<file path="config.mk">
export PLATFORM = sky130hd
export DESIGN_NAME = smult_accumulator
export DESIGN_NICKNAME = d
export VERILOG_FILES = /design/src/rtl/smult_accumulator.sv
export SDC_FILE = /design/constraint.sdc
export NUM_CORES = 1
export LEC_CHECK = 0
export ABC_AREA = 0
export CAP_MARGIN = 5
export CELL_PAD_IN_SITES_DETAIL_PLACEMENT = 2
export CELL_PAD_IN_SITES_GLOBAL_PLACEMENT = 2
export CORE_MARGIN = 4
export CORE_UTILIZATION = 36
export DETAILED_ROUTE_END_ITERATION = 7
export PLACE_DENSITY_LB_ADDON = 0.1
export RECOVER_POWER = 50
export SYNTH_ARGS = -nofsm -noshare
export SYNTH_HDL_FRONTEND = slang
export SYNTH_SLANG_ARGS = --single-unit
</file>
<file path="constraint.sdc">
create_clock -name clk -period 9.3 [get_ports clk]
set_clock_uncertainty 0.05 [all_clocks]
set_input_delay 1.86 -clock clk [delete_from_list [all_inputs] [get_ports clk]]
set_output_delay 1.86 -clock clk [all_outputs]
set_load 0.005 [all_outputs]
</file>
<file path="src/rtl/smult_accumulator.sv">
// Signed product accumulator behind the registered multiplier.
// Ports: clk, rst, op_valid/op_first/op_last, product -> acc_out, acc_valid, acc_sat, busy.
module smult_accumulator #(
   parameter int N        = 8,
   parameter int MULT_LAT = 2,
   parameter int GUARD    = 4,
   parameter int FRAC     = 0
) (
   input  logic                  clk,
   input  logic                  rst,
   input  logic                  op_valid,
   input  logic                  op_first,
   input  logic                  op_last,
   input  logic signed [2*N-1:0] product,
   output logic signed [N-1:0]   acc_out,
   output logic                  acc_valid,
   output logic                  acc_sat,
   output logic                  busy
);

   localparam int AW = 2*N + GUARD;

   localparam logic signed [AW-1:0] SMAX =
      {{(AW-N+1){1'b0}}, {(N-1){1'b1}}};
   localparam logic signed [AW-1:0] SMIN =
      {{(AW-N+1){1'b1}}, {(N-1){1'b0}}};

   logic [MULT_LAT-1:0] sv;
   logic [MULT_LAT-1:0] sf;
   logic [MULT_LAT-1:0] sl;

   logic d_valid;
   logic d_first;
   logic d_last;

   logic signed [AW-1:0] acc;
   logic signed [AW-1:0] acc_nxt;
   logic signed [AW-1:0] pext;
   logic signed [AW-1:0] shifted;
   logic signed [N-1:0]  res;
   logic                 res_sat;
   logic                 sat_hi;
   logic                 sat_lo;
   logic                 grp_open;

   assign d_valid = sv[MULT_LAT-1];
   assign d_first = sf[MULT_LAT-1];
   assign d_last  = sl[MULT_LAT-1];

   // Tags travel alongside the operands so they line up with product.
   always_ff @(posedge clk) begin
      if (rst) begin
         sv <= '0;
         sf <= '0;
         sl <= '0;
      end else begin
         sv[0] <= op_valid;
         sf[0] <= op_valid & op_first;
         sl[0] <= op_valid & op_last;
         for (int i = 1; i < MULT_LAT; i++) begin
            sv[i] <= sv[i-1];
            sf[i] <= sf[i-1];
            sl[i] <= sl[i-1];
         end
      end
   end

   assign pext = AW'(product);

   always_comb begin
      acc_nxt = acc;
      if (d_valid) begin
         if (d_first) acc_nxt = pext;
         else         acc_nxt = acc + pext;
      end
   end

   // Result is taken from the updated sum, so a single-product
   // group needs no extra cycle.
   assign shifted = acc_nxt >>> FRAC;
   assign sat_hi  = shifted > SMAX;
   assign sat_lo  = shifted < SMIN;

   always_comb begin
      res     = shifted[N-1:0];
      res_sat = 1'b0;
      unique case (1'b1)
         sat_hi: begin
            res     = SMAX[N-1:0];
            res_sat = 1'b1;
         end
         sat_lo: begin
            res     = SMIN[N-1:0];
            res_sat = 1'b1;
         end
         default: ;
      endcase
   end

   always_ff @(posedge clk) begin
      if (rst) begin
         acc       <= '0;
         grp_open  <= 1'b0;
         acc_out   <= '0;
         acc_sat   <= 1'b0;
         acc_valid <= 1'b0;
      end else begin
         acc       <= acc_nxt;
         acc_valid <= d_valid & d_last;
         if (d_valid & d_last) begin
            acc_out  <= res;
            acc_sat  <= res_sat;
            grp_open <= 1'b0;
         end else if (d_valid & d_first) begin
            grp_open <= 1'b1;
         end
      end
   end

   assign busy = (|sv) | grp_open;

endmodule
</file>
# Yosys cells after proc, flatten, opt, wreduce, memory -nomap -nowiden
# Index checks and enable logic that the tools add are counted.
[word_totals] wordCells=23 reg_bits=37 out_inout_bits=11
[classes] n_mux=4 add_sub_neg=1 reduce_logical=3 bitwise_logic=5 order_cmp=2
[ops] operator="20-bit two-way mux" count=2
[ops] operator="20-bit by 16-bit adder with 20-bit output" count=1
[ops] operator="20-bit by 8-bit > comparator with 1-bit output (second input constant)" count=1
[ops] operator="20-bit by 8-bit less-than comparator with 1-bit output (second input constant)" count=1
[ops] operator="8-bit case mux with 2 select lines" count=1
[ops] operator="2-bit OR reduction" count=3
[ops] operator="1-bit AND" count=4
[ops] operator="1-bit two-way mux" count=1
[ops] operator="1-bit bitwise OR" count=1

# Logic depth before layout (Yosys ltp)
# Gate-level depths: netlist of run 1.
[logic_depth] depth_word=6 ltp_mapped=11 mapped_depth_nobuf=11

# Worst setup path before layout of run 1
# No wires, ideal clock.
[synth_path] kind="input to register" from="in product[0]" to="reg acc_out[6]" path_slack_ps=4711 stages=11 arrival_time_ps=4456 n_path_buf=0 setup_time_ps=83 t_required_ps=9167 cell_sequence="ha_1 > fa_1 > a211oi_2 > o211ai_2 > and3_1 > o311a_1 > a21o_1 > a2111o_1 > nor4b_2 > a22oi_1 > o221ai_1"
[synth_via] elab_chain_len=5 word_cells_on_any_way=6
[synth_rtl] item="start: declaration" line="14" source="input logic signed [2*N-1:0] product,"
[synth_rtl] item="20-bit by 16-bit adder with 20-bit output" line="74" source="else acc_nxt = acc + pext;"
[synth_rtl] item="20-bit two-way mux (*)" line="73" source="if (d_first) acc_nxt = pext;"
[synth_rtl] item="20-bit two-way mux (*)" line="72" source="if (d_valid) begin"
[synth_rtl] item="20-bit by 8-bit less-than comparator with 1-bit output or 20-bit by 8-bit > comparator with 1-bit output (tied branches)" line="82, 81"
[synth_rtl] item="8-bit case mux with 2 select lines (*)" line="87" source="unique case (1'b1)"
[synth_rtl] item="end signal: assignment" line="111" source="acc_out <= res;"
[synth_rtl] item="end: declaration" line="15" source="output logic signed [N-1:0] acc_out,"
# Every way passes the cells marked *; elsewhere a longest branch is shown, timed or not.
# A chain may end at the register's enable or synchronous reset.

# Worst setup path in the final report of run 1
# Ends and elaborated chain as after synthesis.

==> results.json, run 1 <==
{
  "drtIter0Drc": 86,
  "crit_required_ns": 9.41,
  "finalWeightedCongestion": 0.8508,
  "ff2ff_setup_slack_ns": 4.60,
  "worst_hold_endpoint": "sf[1]$_SDFF_PP0_",
  "fp-row-count": 31,
  "clock-sinks": 37,
  "die-width_um": 95.68,
  "grt_max_degree": 34,
  "cellLeakagePower_nw": 1.253,
  "critPathMaxFanout": 7,
  "finalSetupViolations": 0,
  "dieArea_um2": 9155,
  "ys.flop_type": "dfxtp_1",
  "hold-path-cell-count": 1,
  "yosysUniqueCellTypes": 64,
  "path_class": "input port to flip-flop",
  "synthesis.area_um2": 2768,
  "initial_utilization_pct": 37.56,
  "number_of_vias_per_cell": 5.908,
  "fmaxAchievable_mhz": 187.4,
  "place_area_um2": 3162,
  "grt_first_pass_wirelength_mm": 15.74,
  "postCtsSetupRepairBufs": 0,
  "average_size_of_a_mapped_cell_um2": 7.818,
  "relSlewSlack_pct": -3.687,
  "timing.final.max_slew_violations": 63,
  "synth-seq-area-share_pct": 26.76,
  "fraction_of_layout_cells_with_a_size_suffix_above_1_pct": 6.069,
  "preCtsSetupSlack_ns": 3.723,
  "synth_seq_cells": 37,
  "fill_cells": 843,
  "htree_num_levels": 2,
  "outcome": "finished with violations",
  "clkLatencyLatePin_ns": 0.31,
  "start_kind": "input port",
  "holdWs_ns": 0.4122,
  "critical_path_arrival_ns": 5.45,
  "synthesis.nets": 395,
  "ctsResizeCount": 0,
  "design.final.nets": 419,
  "post_drt_wl_per_cell_um": 20.31,
  "timing.rr.start": "sv[1]$_SDFF_PP0_",
  "clk_pin_slew_ns": 0.08,
  "grt_use_total_pct": 22.44,
  "num_vias": 2824,
  "die_h_um": 95.68,
  "cts_max_path_buffers": 2,
  "min-delay-start": "sf[0]$_SDFF_PP0_",
  "synth_async_reset_ratio_pct": 0,
  "share_of_the_synthesized_area_in_the_top_cell_type_pct": 26.76,
  "synth_enable_flop_cells": 0,
  "reg2reg_to": "acc_out[6]$_SDFFE_PP0P_",
  "timing.critical_path.to_type": "flip-flop",
  "hold_path_class": "flip-flop to flip-flop",
  "finalSetupTns_ns": 0,
  "area.growth.synth_to_final_pct": 17.22,
  "hold_viol_final": 0,
  "holdBufCountCts": 0,
  "floorplan.core_area_um2": 7370,
  "max_cap_viol_count": 2,
  "fin_crit_ns": 5.336,
  "first_global_vias": 2979,
  "routed_wl_mm": 9.707,
  "irDropWorstVdd_uv": 65.27,
  "route.antenna.remaining_nets": 0,
  "synth.yosys.warnings": 0,
  "rr_worst_depth": 9,
  "failed_checks": "max-capacitance violations, max-slew violations",
  "synth_top_cell_by_area": "dfxtp_1",
  "synthTopCellsByArea": "dfxtp_1, ha_1, a21oi_1, nand2_1, nor2_1",
  "remaining_drc_errors": 0,
  "clk_root_buffer_cell": "clkbuf_8",
  "finalCritPeriodShare_pct": 57.38,
  "grt_setup_unrepaired": "no",
  "clock_tree_from_tritoncts": "done",
  "synthesis.instances": 354,
  "power.density_nw_per_um2": 123.5,
  "grt_overflow_total": 0,
  "antenna-diode-count": 0,
  "port_buffers": 31,
  "initial_antenna_violation_count": 0,
  "worst-slew-pin-transition_ns": 1.555,
  "drt_first_pass_iters": 4,
  "fin_area_um2": 3244,
  "setup_ws_ns": 3.964,
  "dp.final_hpwl_mm": 7.372,
  "cts_inserted_buffers": 5,
  "pin_count": 32
}
-- kinds of logic after synthesis --
group	Yosys count	share of synthesized area [%]
adder cells (fa/ha/maj)	20	9.313
XOR/XNOR	6	1.899
AND/OR/NAND/NOR	146	26.94
multiplexers	9	3.300
AO/OA/AOI/OAI	114	28.71
buffers and inverters	22	3.074
flip-flops	37	26.76
-- worst max path at each step --
stage	cells after the start	startpoint	to
2_1_floorplan	11	product[0]	acc_out[6]$_SDFFE_PP0P_
3_3_place_gp	12	product[0]	acc_out[6]$_SDFFE_PP0P_
3_5_place_dp	12	product[0]	acc_out[6]$_SDFFE_PP0P_
4_1_cts	12	product[0]	acc_out[6]$_SDFFE_PP0P_
5_1_grt	12	product[0]	acc_out[6]$_SDFFE_PP0P_
6_report	12	product[0]	acc_out[6]$_SDFFE_PP0P_
-- report_power, final --
part           total [mW]  internal [mW]  switching (mW)  leakage, nW
clock network       0.126         0.0534          0.0725       0.0445
registers           0.168          0.164         0.00368        0.301
logic               0.107         0.0417          0.0656        0.908
-- cell type report --
type	instances	area, um2	area share, %
clock buffer	5	68.82	2.121
sequential	37	740.7	22.83
inverter	4	15.01	0.4628
tap	99	123.9	3.818
clock inverter	3	21.27	0.6556
timing repair buffer	35	332.8	10.26
multi-input combinational	295	1942	59.85
-- through the flow --
stage,std cells,power [mW],utilization (%)
after floorplan,354,0.2410,-
after global placement,470,0.2743,42.90
after detailed placement,470,0.2782,42.90
after CTS,478,0.4019,44.13
after global routing,478,0.4206,44.02
final,478,0.4008,44.02
-- layout by cell type (no fill, tap or decap), drive strengths merged, types with 4 or more instances in the layout --
cell type / instances
and2: 5
a211oi: 4
dlygate4sd3: 12
nor2: 39
o211ai: 7
dfxtp: 37
mux2i: 8
o21ai: 18
inv: 5
or3: 7
and3: 5
nand3: 4
nor2b: 13
nand2: 43
nand4: 6
ha: 19
clkbuf: 7
o21a: 6
a21o: 5
nor3: 11
clkdlybuf4s50: 19
o221ai: 5
a21oi: 35
a22oi: 7
-- Yosys cell counts, types with 3 or more instances --
cell type  number
dfxtp_1        37
o221ai_1        5
a21oi_1        34
o211ai_1        6
nor3_1         10
a22oi_1         7
nand2_1        43
a21o_1          5
and4_1          3
nor2_1         39
clkbuf_1       13
o21ai_0        17
o21a_1          6
and3_1          5
a211o_1         3
ha_1           19
or3_1           6
nand4_1         6
xor2_1          3
nor2b_1        13
inv_1           4
nand3_1         4
a211oi_1        3
xnor2_1         3
mux2i_1         8
and2_1          4
buf_1           3
o31ai_1         3
-- registers in the layout (all words and copies together), names as in the netlist --
register	flops
sv	2
acc_sat	1
sf	2
sl	2
acc_out	8
acc_valid	1
acc	20
grp_open	1
-- worst max-delay path: stages --
cell	delay, ns
dlygate4sd3_1	0.57
ha_1	0.25
fa_1	0.46
a211oi_2	0.26
o21ai_0	0.29
nand2_1	0.23
a21oi_1	0.09
o211ai_1	0.35
and4_1	0.25
nand4_1	0.14
o21ai_1	0.49
o221ai_1	0.21
-- routing by layer --
metal,wire (um),GRT usage [%]
met2,4555,36.88
met4,63,3.910
met3,451,3.315
met1,4637,31.36
met5,0,0
(Power assumes the default switching activity.)
==> run 2, diff against run 1 <==
- CORE_UTILIZATION: 36 -> 30
- clock period: 9.3 -> 4.63 ns (I/O delays scaled with it)
==> run 2 against run 1 <==
The run now ends clean. Setup slack got worse by 3.7 ns. Clock power increased by 140%. Routed wire length increased by 5.2%. Register-to-register slack got worse by 3.5 ns. First-iteration DRC count increased by 17%. Hold slack got worse by 0.017 ns. Power increased by 120%. Cell area increased by 4.1%. Clock-buffer cell count unchanged. Via count increased by 2.1%. Global-route usage decreased by 3.2 points. Largest cell class unchanged.
==> results.json, run 2 (same netlist as run 1, synthesis figures left out) <==
{
  "outcome": "finished, final reports clean",
  "grt_use_total_pct": 19.19,
  "fp-row-count": 34,
  "initial_antenna_violation_count": 0,
  "fin_crit_ns": 4.360,
  "number_of_vias_per_cell": 5.768,
  "clkLatencyLatePin_ns": 0.30,
  "drtIter0Drc": 101,
  "num_vias": 2884,
  "cts_inserted_buffers": 5,
  "finalWeightedCongestion": 0.8113,
  "drt_first_pass_iters": 4,
  "finalSetupViolations": 0,
  "die_h_um": 104.1,
  "fraction_of_layout_cells_with_a_size_suffix_above_1_pct": 9.184,
  "crit_required_ns": 4.80,
  "final_common_cell": "nand2_1",
  "setup_ws_ns": 0.2698,
  "route.antenna.remaining_nets": 0,
  "crit_chain": "dlygate4sd3_1 > ha_1 > fa_1 > a211oi_2 > o211ai_2 > and3_1 > o311a_1 > a21o_1 > a2111o_1 > nor4b_2 > a22oi_1 > buf_4 > o221ai_1",
  "holdBufCountCts": 0,
  "design.final.nets": 432,
  "htree_num_levels": 2,
  "max_flop_register": "acc",
  "clk_pin_slew_ns": 0.09,
  "cp_delay_by_family_top": "compound AO/OA/AOI/OAI gates",
  "first_global_vias": 3117,
  "holdWs_ns": 0.3951,
  "timing.final.max_slew_violations": 0,
  "max_cap_viol_count": 0,
  "dieArea_um2": 10830,
  "clock_tree_from_tritoncts": "done",
  "cts_max_path_buffers": 2,
  "antenna-diode-count": 0,
  "most-common-layout-cells": "nand2_1, nor2_1, dfxtp_1",
  "grt_first_pass_wirelength_mm": 16.66,
  "path_class": "input port to flip-flop",
  "dp.final_hpwl_mm": 7.999,
  "reg_top3": "acc x20, acc_out x8",
  "floorplan.core_area_um2": 8848,
  "critPathMaxFanout": 7,
  "finalCritPeriodShare_pct": 94.17,
  "fmaxAchievable_mhz": 229.3,
  "finalSetupTns_ns": 0,
  "grt_overflow_total": 0,
  "relSlewSlack_pct": 21.49,
  "pin_count": 32,
  "routed_wl_mm": 10.21,
  "critical_path.max_stage_delay_ns": 0.55,
  "remaining_drc_errors": 0,
  "postCtsSetupRepairBufs": 0,
  "wp_buf_inv": 2,
  "largest_register_ff_count": 20,
  "worst-slew-pin-transition_ns": 1.178,
  "grt_max_degree": 30,
  "die-width_um": 104.1,
  "post_drt_wl_per_cell_um": 20.42,
  "clk_root_buffer_cell": "clkbuf_8",
  "grt_setup_unrepaired": "no",
  "preCtsSetupSlack_ns": 0.1157,
  "timing.critical_path.to_type": "flip-flop",
  "initial_utilization_pct": 31.28,
  "hold_viol_final": 0,
  "critical_path_arrival_ns": 4.53,
  "hold_path_class": "flip-flop to flip-flop",
  "cellLeakagePower_nw": 1.326,
  "irDropWorstVdd_uv": 98.60,
  "power.density_nw_per_um2": 257.8,
  "port_buffers": 31,
  "ctsResizeCount": 0,
  "start_kind": "input port",
  "area.growth.synth_to_final_pct": 22.06,
  "critical-path-slowest-cell": "dlygate4sd3_1",
  "clock-sinks": 37
}
[run 2: cell types whose count changed in the layout (fill, tap and decap cells not counted), sizes merged]
cell and change:
bufinv +1, inv -1, buf +13
[run 2: worst register-to-register path, stage by stage, from the launching register on]
cell and delay (ns):
dfxtp_1 0.51, clkbuf_1 0.91, a22oi_1 0.32, or3_1 0.44, o21ai_0 0.18, o311ai_0 0.19
nor4b_2 0.38, a22oi_1 0.11, buf_4 0.18, o221ai_1 0.17
[run 2: stage by stage]
stage          instances  power (mW)  utilization [%]  area [um2]
5_1_grt              500      0.9233            38.18        3378
2_1_floorplan        354      0.4840                -        2768
3_3_place_gp         492      0.5674            36.96        3271
6_report             500      0.8711            38.18        3378
4_1_cts              500      0.8840            38.26        3386
3_5_place_dp         492      0.5728            36.96        3271
[run 2: area by class of cell]
cell class | instances | area (um2)
Fill cell | 1063 | 5470
Clock inverter | 3 | 46.29
Tap cell | 108 | 135.1
Inverter | 4 | 15.01
Multi-Input combinational cell | 295 | 1942
Clock buffer | 5 | 68.82
Timing Repair Buffer | 48 | 430.4
Sequential cell | 37 | 740.7
[run 2: final timing paths]
| kind | slack (ns) | cells past startpoint | end | startpoint |
|---|---|---|---|---|
| setup / recovery | 0.27 | 13 | acc_out[6]$_SDFFE_PP0P_ | product[0] |
| hold / removal | 0.40 | 1 | sf[1]$_SDFF_PP0_ | sf[0]$_SDFF_PP0_ |
| setup reg to reg | 1.12 | 9 | acc_out[6]$_SDFFE_PP0P_ | sv[1]$_SDFF_PP0_ |
| hold reg to reg | 0.40 | 1 | sf[1]$_SDFF_PP0_ | sf[0]$_SDFF_PP0_ |
[run 2: report_power, final]
part           internal [mW]  total, mW  switching, mW
registers              0.329      0.338        0.00839
logic                 0.0929      0.228          0.135
clock network          0.162      0.306          0.144
total                  0.584      0.871          0.287
[run 2: per-layer routing]
metal | wire length (um) | track usage, %
met4 | 110 | 3.704
met2 | 4708 | 31.80
met3 | 301 | 2.483
met1 | 5092 | 26.77
met5 | 0 | 0
==> run 3, diff against run 2 <==
--- a/config.mk
+++ b/config.mk
@@ -14,2 +14,3 @@
 export DETAILED_ROUTE_END_ITERATION = 7
+export GPL_TIMING_DRIVEN = 1
 export PLACE_DENSITY_LB_ADDON = 0.1
--- a/constraint.sdc
+++ b/constraint.sdc
@@ -4,2 +4,2 @@
 set_output_delay 0.926 -clock clk [all_outputs]
-set_load 0.005 [all_outputs]
+set_load 0.1 [all_outputs]
==> run 3 against run 2 <==
Sequential power hardly changed. Clock power hardly changed. Setup slack better by 0.11 ns. Power is 1.2% higher. Flip-flop and latch count stayed put. Utilization is 0.17 points higher. Die area stayed put. Routed wire length is 0.77% higher. Via count is 0.69% lower. Non-clock buffer count is 2 higher. Largest power group unchanged.
==> results.json, run 3 (same netlist as run 1, synthesis figures left out) <==
{
  "outcome": "finished, final reports clean",
  "remaining_drc_errors": 0,
  "design.final.nets": 434,
  "fp-row-count": 34,
  "post_drt_wl_per_cell_um": 20.50,
  "clk_root_buffer_cell": "clkbuf_8",
  "relSlewSlack_pct": 20.42,
  "floorplan.core_area_um2": 8848,
  "dieArea_um2": 10830,
  "first_global_vias": 3123,
  "hold_viol_final": 0,
  "antenna-diode-count": 0,
  "fin_area_um2": 3393,
  "port_buffers": 31,
  "initial_antenna_violation_count": 0,
  "drtIter0Drc": 127,
  "totalPowerFinal_uw": 881.7,
  "timing.critical_path.to": "acc_out[2]$_SDFFE_PP0P_",
  "max_cap_viol_count": 0,
  "most-common-layout-cells": "nand2_1, nor2_1, dfxtp_1",
  "final_cell_count_no_fill": 502,
  "fin_crit_ns": 4.252,
  "pin_count": 32,
  "initial_utilization_pct": 31.28,
  "finalWeightedCongestion": 0.8237,
  "dp.final_hpwl_mm": 7.984,
  "start_kind": "input port",
  "critPathMaxFanout": 7,
  "die_h_um": 104.1,
  "routed_wl_mm": 10.29,
  "timing.critical_path.to_type": "flip-flop",
  "internal-power_uw": 587.5,
  "finalSetupViolations": 0,
  "wp_buf_inv": 2,
  "finalSetupTns_ns": 0,
  "startpoint": "product[0]",
  "crit_chain": "dlygate4sd3_1 > ha_1 > fa_1 > a211oi_2 > o211ai_2 > and3_1 > o311a_1 > a21o_1 > a2111o_1 > nor4b_2 > a22oi_1 > buf_4 > o221ai_1",
  "final_common_cell": "nand2_1",
  "setup_ws_ns": 0.3776,
  "part_of_the_total_power_dissipated_in_the_clock_network_pct": 34.5,
  "pwr-share-seq_pct": 38.2,
  "fraction_of_layout_cells_with_a_size_suffix_above_1_pct": 9.645,
  "critical_path_arrival_ns": 4.42,
  "reg_top3": "acc x20, acc_out x8",
  "grt_max_degree": 33,
  "critical_path.max_stage_delay_ns": 0.56,
  "largest_register_ff_count": 20,
  "cts_max_path_buffers": 2,
  "finalCritPeriodShare_pct": 91.85,
  "preCtsSetupSlack_ns": 0.2187,
  "cts_inserted_buffers": 5,
  "grt_setup_unrepaired": "no",
  "holdBufCountCts": 0,
  "num_vias": 2864,
  "grt_use_total_pct": 19.37,
  "ff2ff_setup_slack_ns": 1.27,
  "final_util_pct": 38.35,
  "irDropWorstVdd_uv": 132.0,
  "p_sw_share_pct": 33.37,
  "ctsResizeCount": 0,
  "route.antenna.remaining_nets": 0,
  "gr-usage-met2_pct": 31.85,
  "place_area_um2": 3286,
  "cp_num_cells": 13,
  "clkLatencyLatePin_ns": 0.30,
  "clk_pin_slew_ns": 0.09,
  "reg2reg_to": "acc_out[2]$_SDFFE_PP0P_",
  "timing.final.max_slew_violations": 0,
  "grt_overflow_total": 0,
  "place.detailed.instances": 494,
  "p_switching_uw": 294.2,
  "cellLeakagePower_nw": 1.338,
  "fmaxAchievable_mhz": 235.2,
  "area.growth.synth_to_final_pct": 22.60,
  "grt_use_met1_pct": 27.03,
  "number_of_vias_per_cell": 5.705,
  "path_class": "input port to flip-flop",
  "globalRoute.busiestLayer": "met2",
  "die-width_um": 104.1,
  "crit_required_ns": 4.79,
  "drt_first_pass_iters": 4,
  "power.share.combinational_pct": 27.2,
  "clock_tree_from_tritoncts": "done",
  "gr-usage-met3_pct": 2.669,
  "cp_delay_by_family_top": "compound AO/OA/AOI/OAI gates",
  "grt_first_pass_wirelength_mm": 16.98,
  "worst-slew-pin-transition_ns": 1.194,
  "holdWs_ns": 0.3905,
  "critical-path-slowest-cell": "dlygate4sd3_1",
  "clock-sinks": 37,
  "power.density_nw_per_um2": 259.9,
  "rr_worst_depth": 12,
  "postCtsSetupRepairBufs": 0,
  "timing.rr.start": "acc[0]$_SDFF_PP0_",
  "hold_path_class": "flip-flop to flip-flop",
  "htree_num_levels": 2,
  "max_flop_register": "acc"
}
-- run 3: worst min path at each step --
stage,startpoint,to,slack (ns),cells after the start
floorplan,sf[0]$_SDFF_PP0_,sf[1]$_SDFF_PP0_,0.36,1
global placement,sf[0]$_SDFF_PP0_,sf[1]$_SDFF_PP0_,0.37,1
detailed placement,sf[0]$_SDFF_PP0_,sf[1]$_SDFF_PP0_,0.38,1
CTS,sf[0]$_SDFF_PP0_,sf[1]$_SDFF_PP0_,0.40,1
global route,sl[0]$_SDFF_PP0_,sl[1]$_SDFF_PP0_,0.42,1
finish,sf[0]$_SDFF_PP0_,sf[1]$_SDFF_PP0_,0.39,1
-- run 3: layout make-up --
class,instances,area (um2)
clock buffers,6,72.57
clock inverters,2,38.79
fillers,1041,5455
well taps,108,135.1
inverters,4,15.01
flip-flops and latches,37,740.7
multi-input cells,295,1942
repair buffers,50,449.2
-- run 3: routing by layer --
metal | share of wire (%) | vias to the layer above
li1 | - | 1395
met1 | 49 | 1423
met2 | 47 | 42
met3 | 3.7 | 4
met4 | 0.52 | 0
met5 | 0 | -
-- run 3: power groups by stage --
| stage | sequential (mW) | combinational [mW] | clock [mW] |
|---|---|---|---|
| after global routing | 0.339 | 0.267 | 0.327 |
| after CTS | 0.337 | 0.243 | 0.309 |
| after floorplan | 0.346 | 0.147 | 0 |
| final | 0.337 | 0.240 | 0.304 |
| after global placement | 0.344 | 0.235 | 0 |
| after detailed placement | 0.345 | 0.240 | 0 |
-- run 3: worst register-to-register path, cell delays in order, from the launching register on --
cell and delay, ns:
dfxtp_1 0.33, ha_1 0.20, fa_1 0.45, a211oi_2 0.27
o211ai_2 0.16, and3_1 0.22, o311a_1 0.33, a21o_1 0.16
a2111o_1 0.39, nor4b_2 0.27, a22oi_1 0.11, buf_4 0.18
o221ai_1 0.17
